**src/rtl/uart_tx_arbiter_if.sv**
```systemverilog
// Requester/transmitter-side bundle for uart_tx_arbiter.
// The slave modport is the arbiter's view; the master modport is the requesters' and transmitter's view.
interface uart_tx_arbiter_if #(
  parameter int NUM_REQ = 4
);
  logic [NUM_REQ-1:0]   req;
  logic [8*NUM_REQ-1:0] data_in;
  logic [NUM_REQ-1:0]   grant;
  logic [7:0]           tx_data;
  logic                 tx_start;
  logic                 busy;
  logic [2:0]           owner;

  modport master (
    output req, data_in,
    input  grant, tx_data, tx_start, busy, owner
  );

  modport slave (
    input  req, data_in,
    output grant, tx_data, tx_start, busy, owner
  );
endinterface

```
**src/rtl/uart_tx_arbiter.sv**
```systemverilog
// Round-robin arbiter sharing one UART transmitter among NUM_REQ byte sources.
// Define UART_ARB_FIXED_PRIO_EN to select lowest-index fixed priority instead.
module uart_tx_arbiter #(
  parameter int NUM_REQ      = 4,
  parameter int FRAME_CYCLES = 11,
  parameter int GAP_CYCLES   = 0
) (
  input logic              clk,
  input logic              rst,
  uart_tx_arbiter_if.slave bus
);
  localparam logic [1:0] S_IDLE = 2'd0;
  localparam logic [1:0] S_LOAD = 2'd1;
  localparam logic [1:0] S_SEND = 2'd2;
  localparam logic [1:0] S_GAP  = 2'd3;

  logic [1:0]         state, state_nx;
  logic [3:0]         frame_cnt, gap_cnt;
  logic [NUM_REQ-1:0] grant_q, grant_nx;
  logic [7:0]         tx_data_q;
  logic               tx_start_q, busy_q;
  logic [2:0]         owner_q;

  // Pad to 8 entries so a 3-bit index is always in range.
  logic [7:0] req_pad;
  logic [7:0] bytes [8];
  assign req_pad = 8'(bus.req);

  for (genvar i = 0; i < 8; i++) begin : g_bytes
    if (i < NUM_REQ) begin : g_live
      assign bytes[i] = bus.data_in[8*i +: 8];
    end else begin : g_pad
      assign bytes[i] = 8'h00;
    end
  end

  logic [2:0] winner, idx;
  logic       found;

`ifdef UART_ARB_FIXED_PRIO_EN
  always_comb begin
    winner = owner_q;
    idx    = '0;
    found  = 1'b0;
    for (int k = 0; k < NUM_REQ; k++) begin
      idx = 3'(k);
      if (!found && req_pad[idx]) begin
        winner = idx;
        found  = 1'b1;
      end
    end
  end
`else
  // Search starts just after the last owner and wraps over existing indices only.
  always_comb begin
    winner = owner_q;
    idx    = '0;
    found  = 1'b0;
    for (int k = 1; k <= NUM_REQ; k++) begin
      idx = 3'((int'(owner_q) + k) % NUM_REQ);
      if (!found && req_pad[idx]) begin
        winner = idx;
        found  = 1'b1;
      end
    end
  end
`endif

  always_comb begin
    for (int i = 0; i < NUM_REQ; i++) grant_nx[i] = (winner == 3'(i));
  end

  always_comb begin
    state_nx = state;
    case (state)
      S_IDLE:  if (|bus.req) state_nx = S_LOAD;
      S_LOAD:  state_nx = S_SEND;
      S_SEND:  if (frame_cnt == 4'd1) state_nx = (GAP_CYCLES > 0) ? S_GAP : S_IDLE;
      S_GAP:   if (gap_cnt == 4'd1) state_nx = S_IDLE;
      default: state_nx = S_IDLE;
    endcase
  end

  always_ff @(posedge clk) begin
    if (rst) begin
      state      <= S_IDLE;
      frame_cnt  <= '0;
      gap_cnt    <= '0;
      grant_q    <= '0;
      tx_data_q  <= 8'h00;
      tx_start_q <= 1'b0;
      busy_q     <= 1'b0;
      owner_q    <= 3'(NUM_REQ - 1);
    end else begin
      state      <= state_nx;
      busy_q     <= (state_nx != S_IDLE);
      grant_q    <= '0;
      tx_start_q <= 1'b0;
      case (state)
        S_IDLE: if (|bus.req) begin
          owner_q    <= winner;
          tx_data_q  <= bytes[winner];
          grant_q    <= grant_nx;
          tx_start_q <= 1'b1;
        end
        S_LOAD: frame_cnt <= 4'(FRAME_CYCLES - 1);
        S_SEND: begin
          frame_cnt <= frame_cnt - 4'd1;
          if (frame_cnt == 4'd1 && GAP_CYCLES > 0) gap_cnt <= 4'(GAP_CYCLES);
        end
        S_GAP:   gap_cnt <= gap_cnt - 4'd1;
        default: ;
      endcase
    end
  end

  assign bus.grant    = grant_q;
  assign bus.tx_data  = tx_data_q;
  assign bus.tx_start = tx_start_q;
  assign bus.busy     = busy_q;
  assign bus.owner    = owner_q;
endmodule

```
**src/flat_wrapper.sv**
```systemverilog
// flat-port wrapper written by rule: the top's interface ports become plain ports
module uart_tx_arbiter_flat 
#(
  parameter int NUM_REQ      = 4,
  parameter int FRAME_CYCLES = 11,
  parameter int GAP_CYCLES   = 0
)
  (clk, rst, bus_req, bus_data_in, bus_grant, bus_tx_data, bus_tx_start, bus_busy, bus_owner);
  uart_tx_arbiter_if #(.NUM_REQ(NUM_REQ)) bus_i ();
  input logic clk;
  input logic rst;
  input wire logic [$bits(bus_i.req)-1:0] bus_req;
  input wire logic [$bits(bus_i.data_in)-1:0] bus_data_in;
  output wire logic [$bits(bus_i.grant)-1:0] bus_grant;
  output wire logic [$bits(bus_i.tx_data)-1:0] bus_tx_data;
  output wire logic [$bits(bus_i.tx_start)-1:0] bus_tx_start;
  output wire logic [$bits(bus_i.busy)-1:0] bus_busy;
  output wire logic [$bits(bus_i.owner)-1:0] bus_owner;
  assign bus_i.req = bus_req;
  assign bus_i.data_in = bus_data_in;
  assign bus_grant = bus_i.grant;
  assign bus_tx_data = bus_i.tx_data;
  assign bus_tx_start = bus_i.tx_start;
  assign bus_busy = bus_i.busy;
  assign bus_owner = bus_i.owner;
  uart_tx_arbiter #(.NUM_REQ(NUM_REQ), .FRAME_CYCLES(FRAME_CYCLES), .GAP_CYCLES(GAP_CYCLES)) u_core (.clk(clk), .rst(rst), .bus(bus_i));
endmodule
```
**config.mk**
```make
export PLATFORM = sky130hd
export DESIGN_NAME = uart_tx_arbiter_flat
export DESIGN_NICKNAME = d
export VERILOG_FILES = /design/src/rtl/uart_tx_arbiter_if.sv /design/src/rtl/uart_tx_arbiter.sv /design/src/flat_wrapper.sv
export SDC_FILE = /design/constraint.sdc
export NUM_CORES = 1
export LEC_CHECK = 0
export CORE_MARGIN = 1
export CORE_UTILIZATION = 31
export DETAILED_ROUTE_END_ITERATION = 16
export PLACE_DENSITY = 0.57
export REMOVE_ABC_BUFFERS = 1
export SLEW_MARGIN = 20
export SYNTH_ARGS = -nofsm -noshare
export SYNTH_HDL_FRONTEND = slang
export SYNTH_SLANG_ARGS = --single-unit
```
**constraint.sdc**
```tcl
create_clock -name clk -period 3.8 [get_ports clk]
set_input_delay 0.57 -clock clk [delete_from_list [all_inputs] [get_ports clk]]
set_output_delay 0.57 -clock clk [all_outputs]
set_load 0.02 [all_outputs]
```
==> metrics.md <==
| Metric | Value |
|---|---|
| Max cap viols | `0` |
| Port buffer count | `54` |
| Synth-to-Final Area Change | `43.7%` |
| Quantity of gates resized following cts | `0` |
| Post-synthesis cell count | `145` |
| VDD IR max | `0.327 mV` |
| Max Slew Vio Count | `0` |
| Vias in the first global route | `around 1.2k` |
| Hold Crit Class | `flop to flop` |
| Max FO, Critical Path | `20` |
| CTS sink cnt | `27` |
| Slew at the pin closest to its max-slew limit | `between 600 and 700 ps` |
| Synth top area share | `between 30% and 40%` |
| Clock Latency Late Sink | `between 200 and 300 ps` |
| Crit path DAT | `between 2000 and 2500 ps` |
| CTS max path bufs | `2` |
| CORE AREA | `around 4400 sq um` |
| Drt total wl | `~3200 microns` |
| Largest net degree at the start of global routing | `21` |
| DRT iter0 DRCs | `between 50 and 60` |
| Worst setup endpoint | `u_core.bus.tx_data[1]` |
| Post-CTS setup repair buffer count | `0` |
| Commonest non-fill, non-tap cell in the layout | `clkdlybuf4s50_1` |
| DR vias/cell | `4.87` |
| Dpl ws | `1360 ps` |
| Initial core utilization | `between 30 and 40%` |
| CTS buffer count | `3` |
| RSZ-0062 raised after global routing | `no` |
| Pwr Density | `approximately 470 nW/um^2` |
| Synth Area per Inst | `about 9.8 sq um` |
| Clock slew at reported path FFs | `approximately 80 ps` |
| Netlist cell types | `36` |
| First-pass GRT wire length | `5400 microns` |
| Antenna Diode Count | `0` |
| Top Ports | `55` |
| Hold path depth | `2` |
| Post-synthesis sequential area ratio | `between 30% and 40%` |
| Total track usage | `13.7%` |
| Fin Clk Skew | `around 1.1 ps` |
| Reg-to-reg slack, setup | `around 2000 ps` |
| Initial antenna violation count | `0` |
| CP startpoint | `bus_req[2]` |
| Post-layout net count | `247` |
| Worst EP required | `roughly 4000 ps` |
| Slew headroom | `between 50% and 60%` |
| FF-to-FF Start | `u_core.bus.owner[0]` |
| Worst reg2reg endpoint | `u_core.bus.tx_data[1]` |
| Fmax | `approximately 470 MHz` |
| Layout cells sized above 1 | `10.0%` |
| # setup viols final | `0` |
| Hold Crit Start | `u_core.bus.tx_data[0]` |
| Final global-route overflow total | `0` |
| Fin crit share | `56.3%` |
| Critical Path Start Type | `input port` |
| Critical path class | `input port to flop` |
| Leakage | `around 0.8 nW` |
| Post-DRT Antenna Nets | `0` |
| Vias | `~1.2k` |
| # hold bufs at CTS | `0` |
| Die Span Y | `around 70 microns` |
| Yosys warns | `0` |
| # rows | `24` |
| Final Hold Vio Count | `0` |
| Mapped cell area | `~1400 sq um` |
| Die X | `approximately 70 microns` |
| Final GP Congestion | `around 0.71` |
| Cell taking the most area after synthesis | `dfxtp_1` |
| Post-route setup TNS | `0 ps` |
| DRC | `0` |
| Reg2reg path depth | `6` |
| Critical path capture point type | `flop` |
| Status | `finished clean` |
| Wire per inst | `between 10 and 15 microns` |
| Synthesized flop and latch total | `27` |
| Clk root buf | `clkbuf_8` |
| Die ar. | `4870 sq um` |
| Min Tclk post-route | `approximately 2100 ps` |
| CTS tree | `built` |
| Final HPWL DP | `about 2600 microns` |
| PnR worst setup slack | `around 1700 ps` |
| Top cells by area, synth | `dfxtp_1 (38%), mux2i_1 (11%), o221ai_2 (8.4%)` |
| Commonest cells after routing, fill and taps aside | `clkdlybuf4s50_1 (54), dfxtp_1 (27), nor2_1 (19), mux2i_1 (16), nand2_1 (12)` |
| H-tree depth | `1` |
| Number of detailed-route iterations in the first pass | `4` |
## layer usage
metal	wire length, microns	share of wire [%]	track usage [%]
met1	1420	44	17.0
met2	1660	52	24.3
met3	86	2.7	2.62
met4	27	0.85	2.89
met5	0	0	0
## how the worst min path moves through the flow
stage                            end  slack [ps]
3_3_place_gp     u_core.bus.owner[2]         440
2_1_floorplan      u_core.gap_cnt[1]         470
5_1_grt        u_core.bus.tx_data[5]         500
6_report       u_core.bus.tx_data[0]         470
4_1_cts        u_core.bus.tx_data[0]         480
3_5_place_dp   u_core.bus.tx_data[0]         460
## layout make-up
type                    instances  area [sq um]
flip-flops and latches         27           541
clock buffers                   4          45.0
inverters                      10          37.5
repair buffers                 55           548
well taps                      52          65.1
multi-input cells             104           812
fillers                       424          2340
## sequential cells by signal, summed over array words and instances (netlist names)
signal               count
u_core.bus.tx_data       8
u_core.bus.grant         4
u_core.frame_cnt         4
u_core.gap_cnt           4
u_core.bus.owner         3
u_core.state             2
u_core.bus.busy          1
u_core.bus.tx_start      1
## cells in the mapped netlist
library cell,instances
nor3_1,2
a221oi_2,1
o21ai_1,3
a211oi_1,1
o221ai_2,8
xnor2_1,2
o21a_1,1
ha_1,8
xor2_1,1
nor2_4,1
or4_4,1
o31ai_1,1
a221oi_1,1
nand2b_1,4
nor2_1,19
and2_1,1
nand2b_4,1
buf_6,2
o211ai_1,1
buf_12,1
a22o_1,1
o21ai_0,2
nand3_1,3
nand2_1,12
nor4_1,1
inv_1,9
nand2_4,2
nor4b_1,1
dfxtp_1,27
a311oi_1,1
inv_2,1
clkbuf_1,1
a21oi_1,5
mux2i_1,16
a21oi_2,1
a211o_1,2
## critical path, stage by stage
cell and delay [ps]:
clkdlybuf4s50_1 530, nand2b_1 130, a21oi_1 90, a221oi_4 180, buf_4 340, mux2i_1 300, o221ai_2 130
## through the flow
stage | area, sq um | util, % | instances | total power [mW] | hold slack, ps
5_1_grt | 2050 | 46.7 | 252 | 1.03 | 495
6_report | 2050 | 46.7 | 252 | 0.967 | 469
2_1_floorplan | 1380 | - | 141 | 0.647 | 466
4_1_cts | 2050 | 46.7 | 252 | 0.981 | 477
3_3_place_gp | 2000 | 45.7 | 248 | 0.807 | 443
3_5_place_dp | 2000 | 45.7 | 248 | 0.819 | 455
## power by group
part           internal [mW]  leakage, nW  switching (mW)
Combinational          0.211        0.566           0.219
Clock                 0.0750       0.0228          0.0823
Sequential             0.338        0.222          0.0413
Total                  0.624        0.811           0.343
## logic make-up after synthesis
group                    share of synthesized area [%]
AND/OR/NAND/NOR                                   17.3
AO/OA/AOI/OAI                                     18.8
flip-flops                                        37.9
buffers and inverters                             5.88
adder cells (fa/ha/maj)                           7.02
XOR/XNOR                                          1.84
multiplexers                                      11.2
Note: power is estimated with default switching activity, not from simulation.
